--- src/rtl/keypad_scan_pkg.sv ---
// Shared types and helpers for the 4x4 keypad scanner: FSM states, matrix
// dimensions and the row/col-to-code mapping.
package keypad_scan_pkg;

    localparam int NUM_ROWS = 4;
    localparam int NUM_COLS = 4;
    localparam int KEY_W    = 4;

    typedef enum logic [1:0] {
        IDLE,
        PRESS_DB,
        HELD,
        RELEASE_DB
    } kp_state_t;

    // code = row*4 + col
    function automatic logic [KEY_W-1:0] key_code_of(input logic [1:0] row, input logic [1:0] col);
        return {row, col};
    endfunction

endpackage

--- src/rtl/keypad_fifo.sv ---
// Depth-4 synchronous key-code FIFO; only instantiated when KEYPAD_FIFO_EN is defined.
module keypad_fifo
    import keypad_scan_pkg::*;
(
    input  logic             clk,
    input  logic             rst,
    input  logic             push,
    input  logic [KEY_W-1:0] din,
    input  logic             pop,
    output logic [KEY_W-1:0] dout,
    output logic             full,
    output logic             empty
);

    logic [3:0][KEY_W-1:0] mem;
    logic [1:0]            wr_ptr, rd_ptr;
    logic [2:0]            cnt;
    logic                  do_pop, do_push;

    assign full    = (cnt == 3'd4);
    assign empty   = (cnt == 3'd0);
    assign dout    = mem[rd_ptr];
    assign do_pop  = pop && !empty;
    // a pop in the same cycle frees the slot, so push-while-full is allowed then
    assign do_push = push && (!full || do_pop);

    always_ff @(posedge clk) begin
        if (!rst) begin
            mem    <= '0;
            wr_ptr <= '0;
            rd_ptr <= '0;
            cnt    <= '0;
        end else begin
            if (do_push) begin
                mem[wr_ptr] <= din;
                wr_ptr      <= wr_ptr + 2'd1;
            end
            if (do_pop)
                rd_ptr <= rd_ptr + 2'd1;
            case ({do_push, do_pop})
                2'b10:   cnt <= cnt + 3'd1;
                2'b01:   cnt <= cnt - 3'd1;
                default: cnt <= cnt;
            endcase
        end
    end

endmodule

--- src/rtl/keypad_scan.sv ---
// 4x4 matrix keypad scanner with debounce and valid/ready key output.
// Define KEYPAD_FIFO_EN for a 4-entry output FIFO instead of a single register.
module keypad_scan
    import keypad_scan_pkg::*;
#(
    parameter int SCAN_DIV       = 25000,
    parameter int DEBOUNCE_SCANS = 4
) (
    input  logic                clk,
    input  logic                rst,
    input  logic                en,
    input  logic [NUM_ROWS-1:0] row_in,
    output logic [NUM_COLS-1:0] col_out,
    output logic [KEY_W-1:0]    key_code,
    output logic                key_valid,
    input  logic                key_ready,
    output logic                key_held,
    output logic                overflow
);

    localparam int               DIV_W    = $clog2(SCAN_DIV + 1);
    localparam logic [DIV_W-1:0] DIV_LAST = DIV_W'(SCAN_DIV - 1);
    localparam logic [3:0]       DB_TGT   = 4'(DEBOUNCE_SCANS);

    logic [NUM_ROWS-1:0] row_s1, row_s2;
    logic [DIV_W-1:0]    div_cnt;
    logic [1:0]          col_idx, col_idx_nx;
    logic                sample, scan_end;

    always_ff @(posedge clk) begin
        if (!rst) begin
            row_s1 <= '1;
            row_s2 <= '1;
        end else begin
            row_s1 <= row_in;
            row_s2 <= row_s1;
        end
    end

    assign sample     = en && (div_cnt == DIV_LAST);
    assign scan_end   = sample && (col_idx == 2'(NUM_COLS - 1));
    assign col_idx_nx = (div_cnt == DIV_LAST) ? col_idx + 2'd1 : col_idx;

    always_ff @(posedge clk) begin
        if (!rst || !en) begin
            div_cnt <= '0;
            col_idx <= '0;
            col_out <= '1;
        end else begin
            div_cnt <= (div_cnt == DIV_LAST) ? '0 : div_cnt + DIV_W'(1);
            col_idx <= col_idx_nx;
            col_out <= ~(4'b0001 << col_idx_nx);
        end
    end

    // Per-scan accumulation: key count saturates at 2 (multi), code kept from the first hit
    logic [1:0]       hit_n, acc_n, tot_n;
    logic [1:0]       hit_row;
    logic [2:0]       sum_n;
    logic [KEY_W-1:0] acc_code, scan_code;

    always_comb begin
        hit_n   = '0;
        hit_row = '0;
        for (int r = NUM_ROWS - 1; r >= 0; r--) begin
            if (!row_s2[r]) begin
                hit_row = 2'(r);
                if (hit_n != 2'd2)
                    hit_n = hit_n + 2'd1;
            end
        end
        sum_n     = {1'b0, acc_n} + {1'b0, hit_n};
        tot_n     = (sum_n >= 3'd2) ? 2'd2 : sum_n[1:0];
        scan_code = (acc_n == 2'd0) ? key_code_of(hit_row, col_idx) : acc_code;
    end

    always_ff @(posedge clk) begin
        if (!rst || !en) begin
            acc_n    <= '0;
            acc_code <= '0;
        end else if (sample) begin
            acc_n    <= (col_idx == 2'(NUM_COLS - 1)) ? 2'd0 : tot_n;
            acc_code <= scan_code;
        end
    end

    kp_state_t        state, state_nx;
    logic [3:0]       db_cnt, db_nx;
    logic [KEY_W-1:0] cand, cand_nx;
    logic             emit, res_none, res_single;

    assign res_none   = (tot_n == 2'd0);
    assign res_single = (tot_n == 2'd1);

    always_ff @(posedge clk) begin
        if (!rst || !en) begin
            state  <= IDLE;
            db_cnt <= '0;
            cand   <= '0;
        end else begin
            state  <= state_nx;
            db_cnt <= db_nx;
            cand   <= cand_nx;
        end
    end

    always_comb begin
        state_nx = state;
        db_nx    = db_cnt;
        cand_nx  = cand;
        emit     = 1'b0;
        if (scan_end) begin
            case (state)
                IDLE: if (res_single) begin
                    cand_nx = scan_code;
                    db_nx   = 4'd1;
                    if (DEBOUNCE_SCANS == 1) begin
                        state_nx = HELD;
                        emit     = 1'b1;
                    end else
                        state_nx = PRESS_DB;
                end
                PRESS_DB: if (res_single && scan_code == cand) begin
                    db_nx = db_cnt + 4'd1;
                    if (db_cnt + 4'd1 == DB_TGT) begin
                        state_nx = HELD;
                        emit     = 1'b1;
                    end
                end else begin
                    state_nx = IDLE;
                    db_nx    = '0;
                end
                HELD: if (res_none) begin
                    db_nx    = 4'd1;
                    state_nx = (DEBOUNCE_SCANS == 1) ? IDLE : RELEASE_DB;
                end
                RELEASE_DB: if (res_none) begin
                    db_nx = db_cnt + 4'd1;
                    if (db_cnt + 4'd1 == DB_TGT)
                        state_nx = IDLE;
                end else
                    state_nx = HELD;
                default: state_nx = IDLE;
            endcase
        end
    end

    // The key stays "held" until its release has been debounced
    assign key_held = (state == HELD) || (state == RELEASE_DB);

`ifdef KEYPAD_FIFO_EN
    logic fifo_full, fifo_empty, fifo_pop;

    assign fifo_pop  = !fifo_empty && key_ready;
    assign key_valid = !fifo_empty;

    keypad_fifo u_fifo (
        .clk   (clk),
        .rst   (rst),
        .push  (emit),
        .din   (scan_code),
        .pop   (fifo_pop),
        .dout  (key_code),
        .full  (fifo_full),
        .empty (fifo_empty)
    );

    always_ff @(posedge clk) begin
        if (!rst)
            overflow <= 1'b0;
        else if (emit && fifo_full && !fifo_pop)
            overflow <= 1'b1;
    end
`else
    always_ff @(posedge clk) begin
        if (!rst) begin
            key_code  <= '0;
            key_valid <= 1'b0;
            overflow  <= 1'b0;
        end else if (emit) begin
            if (key_valid && !key_ready)
                overflow <= 1'b1;
            else begin
                key_code  <= scan_code;
                key_valid <= 1'b1;
            end
        end else if (key_valid && key_ready)
            key_valid <= 1'b0;
    end
`endif

endmodule

--- config.mk ---
export PLATFORM = sky130hd
export DESIGN_NAME = keypad_scan
export DESIGN_NICKNAME = d
export VERILOG_FILES = /design/src/rtl/keypad_scan_pkg.sv /design/src/rtl/keypad_fifo.sv /design/src/rtl/keypad_scan.sv
export SDC_FILE = /design/constraint.sdc
export NUM_CORES = 1
export LEC_CHECK = 0
export CAP_MARGIN = 20
export CORE_ASPECT_RATIO = 0.5
export CORE_UTILIZATION = 52
export CTS_CLUSTER_SIZE = 14
export DETAILED_ROUTE_END_ITERATION = 7
export PLACE_DENSITY = 0.76
export SYNTH_ARGS = -nofsm -noshare
export SYNTH_HDL_FRONTEND = slang
export SYNTH_SLANG_ARGS = --single-unit
--- constraint.sdc ---
create_clock -name clk -period 3 [get_ports clk]
set_input_delay 0.6 -clock clk [delete_from_list [all_inputs] [get_ports clk]]
set_output_delay 0.6 -clock clk [all_outputs]
set_load 0.01 [all_outputs]
# --- After elaboration in Yosys (flattened, before gate mapping) ---
# Cells that the tools add are included.
classes:
  add_sub_neg: 7
  shifts: 1
  eq_ne: 17
  n_mux: 34
  bitwise_logic: 2
  n_reduce_logical: 21
  magnitude_cmp: 1
op_table:
  columns: ["cell", "n"]
  rows:
  - ["$mux 2", 19]
  - ["$mux 4", 5]
  - ["$pmux 4 s4", 1]
  - ["$add 15x1->15 const B", 1]
  - ["$eq 15x15->1 const B", 1]
  - ["$ne 2x2->1 const B", 7]
  - ["$add 2x1->2 const B", 4]
  - ["$mux 1", 8]
  - ["$pmux 2 s4", 1]
  - ["$eq 2x2->1 const B", 3]
  - ["$logic_not 2->1", 3]
  - ["$ne 3x3->1 const B", 2]
  - ["$reduce_and 2->1", 3]
  - ["$logic_and 1x1->1", 5]
  - ["$reduce_and 5->1", 1]
  - ["$add 4x1->4 const B", 1]
  - ["$eq 2x1->1 const B", 2]
  - ["$eq 4x3->1 const B", 1]
  - ["$eq 4x4->1", 1]
  - ["$not 4->4", 1]
  - ["$reduce_and 4->1", 1]
  - ["$shl 1x2->4 const A", 1]
  - ["$add 2x2->3", 1]
  - ["$ge 3x2->1 const B", 1]
  - ["other kinds (6)", 9]
totals:
  reg_bits: 51
  in_bits: 8
  wordCells: 96
  out_inout_bits: 11

# --- Longest topological paths before layout ---
depth:
  depth_word: 20
  mapped_depth: 16
  depth_no_buf: 15

# --- Least setup slack after synthesis ---
# Ideal clock, no wire load.
synth_timing:
  path_kind: "register to register"
  startpoint: "register row_s2[2]"
  endpoint: "register key_code[0]"
  slack_ns: -0.209
  path_stages_with_launch: 17
  required_ns: 2.928
  synth_period_minus_slack_ns: 3.209
  path_buffers: 1
  setup_time_ns: 0.072
  arrival_ns: 3.137
  cell_sequence: "dfxtp_1 inv_1 ha_1 mux2i_1 ha_1 nor2_1 a21oi_1 ha_1 inv_1 fa_1 nand3_1 nor2_1 nand2_1 a2111oi_4 and3_1 buf_6 mux2i_1"
synth_via:
  elab_chain_cells: 16
  elab_cells_between_ends: 23
  classes_between: "add/sub (3); order compare (1); eq/ne (4); mux (13); reduce/logical (2)"
synth_lines:
  columns: ["element", "line", "text"]
  rows:
  - ["start: declaration", "keypad_scan.sv:25", "logic [NUM_ROWS-1:0] row_s1, row_s2;"]
  - ["start signal: assignment", "keypad_scan.sv:36", "row_s2 <= row_s1;"]
  - ["$mux 2", "keypad_scan.sv:66", "if (!row_s2[r]) begin"]
  - ["$add 2x1->2 / $ne 2x2->1 (equally long branches)", "keypad_scan.sv:69, keypad_scan.sv:68", null]
  - ["$mux 2", "keypad_scan.sv:68", "if (hit_n != 2'd2)"]
  - ["$mux 2", "keypad_scan.sv:66", null]
  - ["$add 2x1->2 / $ne 2x2->1 (equally long branches)", "keypad_scan.sv:69, keypad_scan.sv:68", null]
  - ["$mux 2", "keypad_scan.sv:68", null]
  - ["$mux 2", "keypad_scan.sv:66", null]
  - ["$add 2x2->3", "keypad_scan.sv:72", "sum_n = {1'b0, acc_n} + {1'b0, hit_n};"]
  - ["$ge 3x2->1", "keypad_scan.sv:73", "tot_n = (sum_n >= 3'd2) ? 2'd2 : sum_n[1:0];"]
  - ["$mux 2", "keypad_scan.sv:73", null]
  - ["$eq 2x1->1", "keypad_scan.sv:93", "assign res_single = (tot_n == 2'd1);"]
  - ["$logic_and 1x1->1 (*)", "keypad_scan.sv:123", "PRESS_DB: if (res_single && scan_code == cand) begin"]
  - ["$mux 1 (*)", "keypad_scan.sv:123", null]
  - ["$mux 1 (*)", "keypad_scan.sv:113", "case (state)"]
  - ["$mux 1 (*)", "keypad_scan.sv:112", "if (scan_end) begin"]
  - ["$reduce_and 2->1 (no line) (*)", null, null]
  - ["end signal: assignment", "keypad_scan.sv:184", "key_code <= scan_code;"]
  - ["end: declaration", "keypad_scan.sv:14", "output logic [KEY_W-1:0] key_code,"]
# Mark *: on every way between the ends. The rest lies on a longest branch, timed or not.
# A chain may end at the register's enable or synchronous reset.

# --- Worst setup path in the final report ---
layout_timing:
  startpoint: "register row_s2[3]"
  endpoint: "register overflow"
layout_via:
  elab_chain_cells: 19
  elab_cells_between_ends: 28
  classes_between: "add/sub (4); order compare (1); eq/ne (5); mux (16); reduce/logical (2)"
layout_lines:
  columns: ["element", "line", "text"]
  rows:
  - ["$mux 1", "keypad_scan.sv:66", null]
  - ["$add 2x1->2 / $ne 2x2->1 (equally long branches)", "keypad_scan.sv:69, keypad_scan.sv:68", null]
  - ["$mux 2", "keypad_scan.sv:68", null]
  - ["$mux 2", "keypad_scan.sv:66", null]
  - ["$add 2x1->2 / $ne 2x2->1 (equally long branches)", "keypad_scan.sv:69, keypad_scan.sv:68", null]
  - ["$mux 2", "keypad_scan.sv:68", null]
  - ["$mux 2", "keypad_scan.sv:66", null]
  - ["$add 2x1->2 / $ne 2x2->1 (equally long branches)", "keypad_scan.sv:69, keypad_scan.sv:68", null]
  - ["(+3 left out)", null, null]
  - ["$ge 3x2->1", "keypad_scan.sv:73", null]
  - ["$mux 2", "keypad_scan.sv:73", null]
  - ["$eq 2x1->1", "keypad_scan.sv:93", null]
  - ["$logic_and 1x1->1 (*)", "keypad_scan.sv:123", null]
  - ["$mux 1 (*)", "keypad_scan.sv:123", null]
  - ["$mux 1 (*)", "keypad_scan.sv:113", null]
  - ["$mux 1 (*)", "keypad_scan.sv:112", null]
  - ["$reduce_and 2->1 (no line) (*)", null, null]
  - ["end signal: assignment", "keypad_scan.sv:179", "overflow <= 1'b0;"]
  - ["end signal: assignment", "keypad_scan.sv:182", "overflow <= 1'b1;"]
  - ["end: declaration", "keypad_scan.sv:18", "output logic overflow"]
# Marks and branches as above.

==> impl_metrics.ini <==
[run_status]
status = complete, but fails checks
violations = negative setup slack

[place]
numPortBuffers = 18
post-place-ws_ps = -247
place_area_um2 = 2880
hpwl_mm = 3.93
gp_congestion = 0.877

[cells_and_area]
drive_gt1_share_pct = 18.5
nFillCells = 385
layout_commonest_cell = dfxtp_1
final_area_um2 = 3150
fin_nets = 349
final_cell_mix = dfxtp_1, nor2_1, nand2_1
insertedDiodeCount = 0
area_growth_pct = 20.6

[yosys]
ys_types = 53
syn_area_um2 = 2610
synth-edff-count = 0
synthesis.instances = 303
synth_top_area_share_pct = 39.2
yosys_warnings = 0
yosysSeqAreaShare_pct = 39.2
async_flop_share_pct = 0
synth-seq-cells = 51
syn-num-nets = 322
synth_area_leaders = dfxtp_1, nor2_1, ha_1, nand2_1, mux2i_1
synth_ff_type = dfxtp_1
syn_avg_cell_area_um2 = 8.61
yosys.area.top_type = dfxtp_1

[global_routing]
grt_max_degree = 20
grt_pass1_wl_mm = 9.03
grt.overflow.total = 0
antenna_found_initial = 0
grt_usage_pct = 22.5
grt_pass1_vias = 1986

[setup_path]
worstPathMaxFanout = 3
cp_num_buf_inv = 3
crit_family = adder cells
cp_slowest_cell = fa_1
worstPathRequired_ps = 3250
slowest_delay_ps = 530
arrival_ps = 3460
endpoint_kind = register
crit_path_cell_trace = buf_4 > ha_4 > mux2i_4 > ha_2 > nor2_2 > a21oi_2 > ha_2 > inv_2 > fa_1 > nand3_2 > nor2_1 > nand2_1 > buf_4 > a2111o_1 > nor3_4 > a22o_1
worstSetupPathType = register to register
start_kind = register

[routing]
drc_errors = 0
drtIter0Drc = 99
wl_per_cell_um = 14.5
drtPass1Iterations = 4
wl_mm = 5.73
antenna_left = 0
via_count = 2202
vias_per_cell = 5.56

[floorplanning]
core_area_um2 = 4590
die-area_um2 = 5320
start_util_pct = 56.8
die_y_um = 52.1
die_x_um = 102
ios = 19
rows = 17

[worst_hold_path]
min_path_type = register to register

[sta]
hold_viol_final = 0
grt_setup_unrepaired = yes
max_slew_margin_pct = 54.0
worst_pin_slew_ps = 688
slew_viol_final = 0
setup_viol = 12
fin_setup_tns_ps = -1960
hold_ws_ps = 413
clock_skew_ps = 5.77
fin_ws_ps = -217
period_minus_slack_ps = 3220
fmax_mhz = 311
finalCritPeriodShare_pct = 107

[clocking]
clock-root-buffer = clkbuf_8
numCtsBuffers = 5
cts.sinks = 51
tritoncts = yes
clk_pin_slew_ps = 90
cts_hold_buf = 0
clockBufferDepth = 2
htreeDepth = 2
clk_latency_ps = 300

[power]
power.density_nw_per_um2 = 379
p_leak_uw = 0.00115
peakVddDrop_mv = 0.244

[job]
max_cap_viol_count = 0
[report_power, final]
| part | total, µW | internal (µW) | switching [µW] | leakage (µW) |
|---|---|---|---|---|
| Sequential | 689 | 684 | 5.40 | 0.000412 |
| Clock | 400 | 181 | 218 | 0.0000470 |
| Combinational | 103 | 50.0 | 52.6 | 0.000690 |
[sequential cells by signal (all words and copies together), names as in the netlist]
name / count
key_code: 4
state: 2
col_out: 4
col_idx: 2
acc_n: 2
cand: 4
overflow: 1
db_cnt: 4
acc_code: 4
row_s1: 4
row_s2: 4
key_valid: 1
div_cnt: 15
[cell usage after synthesis (all sizes together) (7+ instances only)]
library cell and count:
ha 10, inv 14, dfxtp 51, xnor2 7, a21oi 16, nor4 7, xor2 9, o21ai 8
nand2 26, nand3 12, nor3 10, nor2 43, clkbuf 12, mux2i 9, nand2b 10
[layout make-up]
type	count	area, µm²	area share, %
clock inverters	1	5.00	0.159
flip-flops and latches	51	1020	32.6
repair buffers	35	319	10.1
multi-input cells	223	1580	50.2
clock buffers	6	82.6	2.63
well taps	66	82.6	2.63
inverters	14	52.6	1.67
[worst paths after layout]
| kind | end | depth (start not counted) | slack, ps | start |
|---|---|---|---|---|
| worst max register to register | overflow | 16 | -220 | row_s2[3] |
| worst max-delay path | overflow | 16 | -220 | row_s2[3] |
| worst min-delay path | row_s2[0] | 1 | 410 | row_s1[0] |
| worst min register to register | row_s2[0] | 1 | 410 | row_s1[0] |
[metrics by stage]
step | utilization (%) | power (µW) | instances
after floorplan | - | 752 | 303
after global placement | 62.7 | 782 | 382
after detailed placement | 62.7 | 785 | 382
after CTS | 66.8 | 1190 | 392
after global routing | 68.5 | 1240 | 396
final | 68.5 | 1190 | 396
[repair_timing]
item                                    CTS  global route
pin swaps                                16            10
endpoints found under the setup margin   12            16
resized for setup                        22            10
setup buffers                             5             4
[routing by layer]
layer | track usage (%) | up-vias | part of all wire (%)
li1 | - | 1098 | -
met1 | 29.0 | 1036 | 46
met2 | 37.7 | 55 | 48
met3 | 5.91 | 13 | 4.8
met4 | 5.95 | 0 | 1.4
met5 | 0 | - | 0
[logic make-up (layout without fill, tap and decap cells)]
family          count (synthesis)  after routing  synth area share [%]
buf+inv                        29             56                  4.80
simple gates                  137            137                  27.0
fa+ha+maj                      11             11                  5.57
xor+xnor                       16             16                  5.37
compound gates                 50             50                  14.6
mux                             9              9                  3.46
flops                          51             51                  39.2
Power figures use the tool's default switching activity.
==> patch 1 (same settings) <==
Encoding of `kp_state_t`: now Gray code (2 bits for 4 states).
--- a/src/rtl/keypad_scan_pkg.sv
+++ b/src/rtl/keypad_scan_pkg.sv
@@ -9,6 +9,6 @@
     typedef enum logic [1:0] {
-        IDLE,
-        PRESS_DB,
-        HELD,
-        RELEASE_DB
+        IDLE       = 2'b00,
+        PRESS_DB   = 2'b01,
+        HELD       = 2'b11,
+        RELEASE_DB = 2'b10
     } kp_state_t;
Function: same outputs for any inputs over 10 cycles, from zero or initial values and one cycle with rst low; not proved beyond that.
==> patch 1 against the unedited design <==
The flow still finishes with violations (negative setup slack); critical path type unchanged; routed wire length increased by 0.47%; die area fell by 2.4%; total power grew 0.30%; sequential cell count unchanged; final area grew 1.3%; synthesized area decreased by 2.5%; clock power increased by 1%; setup slack got worse by 0.15 ns.
==> patch 1: results (changes against the unedited design) <==
Layout cells sized above 1 = 0.2152 (+0.03030)
Overall track demand over capacity in global routing = 0.2282 (+0.003016)
Synthesized area per cell = 8.707 um2 (+1.2%)
Most numerous cell types in the synthesized netlist = sky130_fd_sc_hd__dfxtp_1, sky130_fd_sc_hd__nor2_1, sky130_fd_sc_hd__nand2_1
Commonest register cell after synthesis = sky130_fd_sc_hd__dfxtp_1
Outcome = finished with violations
Final worst clock skew = 0.008660 ns (+0.002891 ns)
First-pass GRT wire length = 8.880 mm (-1.6%)
Register with the highest flop count = div_cnt
Violations in the final reports = negative setup slack
Sequential-to-total area share from yosys stat = 0.4016 (+0.01002)
Largest net degree at the start of global routing = 17 (-15%)
Synth top area cells = sky130_fd_sc_hd__dfxtp_1, sky130_fd_sc_hd__ha_1, sky130_fd_sc_hd__nor2_1
Initial DRC Count = 183 (+85%)
Total number of vias = 2119 (-3.8%)
Routability congestion estimate = 0.8693 (-0.82%)
Worst-margin pin slew = 0.5415 ns (-0.1464 ns)
Hold Crit Endpoint = row_s2[3]$_SDFF_PN1_
Worst-path maximum fanout = 4 (+1)
FF-to-FF path depth = 15 (-1)
VDD IR-drop max = 254.2 uV (+4.4%)
HPWL after detailed placement = 4.076 mm (+3.8%)
Antenna cells = 0 (unchanged)
Wire length per cell after detailed routing = 14.54 um (+0.47%)
Endpoint of the worst register-to-register path = key_code[2]$_SDFFE_PN0P_
Critical path's top delay family = simple AND/OR/NAND/NOR gates
Data arrival, critical path = 3.57 ns (+0.11 ns)
Origin of the worst min-delay path = row_s1[3]$_SDFF_PN1_
Number of placed cells counting well taps = 381 (-0.26%)
Net count of the mapped netlist = 315 (-2.2%)
# nets final = 352 (+0.86%)
Finish-stage setup viols = 16 (+4)
Worst Hold Slack = 0.4180 ns (+0.004607 ns)
DR vias/cell = 5.351 (-3.8%)
Count of cell types in the netlist = 43 (-19%)
Post-route worst setup slack = -0.3644 ns (-0.1473 ns)
Yosys warnings = 0 (unchanged)
Leakage Power = 1.162 nW (+1.1%)
Via count of the first global-routing pass = 1975 (-0.55%)
patch 1: metrics by stage:
step / util / setup WS [ns] / TNS (ns)
5_1_grt: 0.7001 / -0.4777 / -5.534
6_report: 0.7001 / -0.3644 / -3.915
3_3_place_gp: 0.6325 / -0.2421 / -1.867
2_1_floorplan: - / -0.1583 / -0.7661
4_1_cts: 0.6745 / -0.2945 / -2.508
3_5_place_dp: 0.6325 / -0.4894 / -5.078
patch 1: timing repair:
action,4_1_cts,5_1_grt
pin swaps,10,4
cloned,0,0
endpoints found under the setup margin,16,16
buffers inserted,3,4
gates resized for setup,21,19
patch 1: report_power, final:
group | switching (W) | total (W) | internal [W] | leakage (nW)
clock network | 0.000236 | 0.000404 | 0.000168 | 0.0418
logic | 0.0000477 | 0.000102 | 0.0000548 | 0.707
registers | 0.00000593 | 0.000689 | 0.000683 | 0.413
patch 1: kinds of logic after synthesis:
logic type | synth area share
simple gates | 0.2721
flops | 0.4016
compound gates | 0.1038
buf+inv | 0.03937
xor+xnor | 0.06201
fa+ha+maj | 0.07677
mux | 0.04429
patch 1: layer usage:
metal	global-route usage	vias up	part of all wire
met2	0.3916	49	0.48
met3	0.07114	12	0.048
li1	-	1066	-
met4	0.07488	0	0.019
met1	0.2756	992	0.45
met5	0	-	0
patch 1: layout make-up:
cell class	count	area, um2
fillers	361	1365
clock buffers	6	72.57
well taps	66	82.58
flip-flops and latches	51	1026
inverters	11	43.79
multi-input cells	219	1582
repair buffers	41	364.1
clock inverters	2	16.27
==> patch 2 (same settings) <==
Made on the original files. Change the package constant `NUM_COLS` from 4 to 6.
--- a/src/rtl/keypad_scan_pkg.sv
+++ b/src/rtl/keypad_scan_pkg.sv
@@ -5,3 +5,3 @@
     localparam int NUM_ROWS = 4;
-    localparam int NUM_COLS = 4;
+    localparam int NUM_COLS = 6;
     localparam int KEY_W    = 4;
Interface: changed (resized col_out); port bits go from 19 to 21. The function was not compared with the original's and may differ.
==> patch 2 against the unedited design <==
Routed wire length decreased by 14%; combinational power decreased by 22%; setup slack improved by 0.26 ns; final area decreased by 4.7%; synthesized area decreased by 3.8%; total power increased by 4.6%; sequential cell count unchanged.
==> patch 2: results (changes against the unedited design) <==
Outcome = completed
Sequential-to-total area share from yosys stat = 0.4070 (+0.01543)
Data arrival, critical path = 3.18 ns (-0.28 ns)
First-pass GRT wire length = 8.473 mm (-6.1%)
Post-placement worst setup slack = -0.1327 ns (+0.1143 ns)
VDD IR-drop max = 205.3 uV (-16%)
Fraction of power spent switching nets = 0.2213 (-0.01067)
# nets final = 332 (-4.9%)
Final worst clock skew = 0.004937 ns (-0.0008315 ns)
Layout cells sized above 1 = 0.1369 (-0.04791)
Met2 WL = 2.242 mm (-18%)
Worst Hold Slack = 0.4159 ns (+0.002494 ns)
Overall track demand over capacity in global routing = 0.2140 (-0.01123)
Via count of the first global-routing pass = 1917 (-3.5%)
HPWL after detailed placement = 3.655 mm (-6.9%)
Post-CTS repair timing setup buffer count = 0 (-5)
Total number of vias = 2000 (-9.2%)
Number of placed cells counting well taps = 371 (-2.9%)
DR vias/cell = 5.263 (-5.3%)
Routed wire length = 4.912 mm (-14%)
Count of cell types in the netlist = 50 (-5.7%)
Final-layout fill cell count = 383 (-0.52%)
Worst-path maximum fanout = 6 (+3)
Worst-margin pin slew = 0.5046 ns (-0.1833 ns)
Xor-xnor portion of the synthesized cell area = 0.06983 (+0.01608)
patch 2: cell types whose count changed after synthesis, sizes merged, moves of 5 or more:
cell,unedited run,this run
a21oi,16,10
nor2,43,33
nor4,7,2
xnor2,7,12
nor3,10,5
inv,14,7
nand2,26,42
patch 2: per-layer routing:
layer | GRT usage | up-vias
li1 | - | 1018
met1 | 0.2674 | 940
met2 | 0.3687 | 35
met3 | 0.04925 | 7
met4 | 0.07246 | 0
met5 | 0 | -
patch 2: final timing paths:
check,start,to,depth (start not counted)
max,row_s2[2]$_SDFF_PN1_,db_cnt[0]$_SDFFE_PP0P_,15
min,row_s1[2]$_SDFF_PN1_,row_s2[2]$_SDFF_PN1_,1
max reg2reg,row_s2[2]$_SDFF_PN1_,db_cnt[0]$_SDFFE_PP0P_,15
min reg2reg,row_s1[2]$_SDFF_PN1_,row_s2[2]$_SDFF_PN1_,1
patch 2: cell families (layout without fill, tap and decap cells):
kind of cell,after synthesis,in the layout
flip-flops,51,51
other,1,2
AO/OA/AOI/OAI,30,30
buffers and inverters,18,46
adder cells (fa/ha/maj),11,11
multiplexers,14,14
AND/OR/NAND/NOR,140,140
XOR/XNOR,20,20
patch 2: power groups by stage:
stage / Clock [W] / Combinational (W) / Sequential, W
CTS: 0.000488 / 0.0000739 / 0.000688
floorplan: 0 / 0.0000446 / 0.000702
global route: 0.000519 / 0.0000880 / 0.000689
detailed placement: 0 / 0.0000721 / 0.000704
global placement: 0 / 0.0000690 / 0.000703
finish: 0.000478 / 0.0000802 / 0.000688
patch 2: final cells by class:
cell class,instances,area share
Multi-Input combinational cell,217,0.4910
Clock inverter,3,0.01460
Tap cell,66,0.02753
Sequential cell,51,0.3413
Timing Repair Buffer,31,0.09387
Clock buffer,5,0.02295
Inverter,7,0.008761
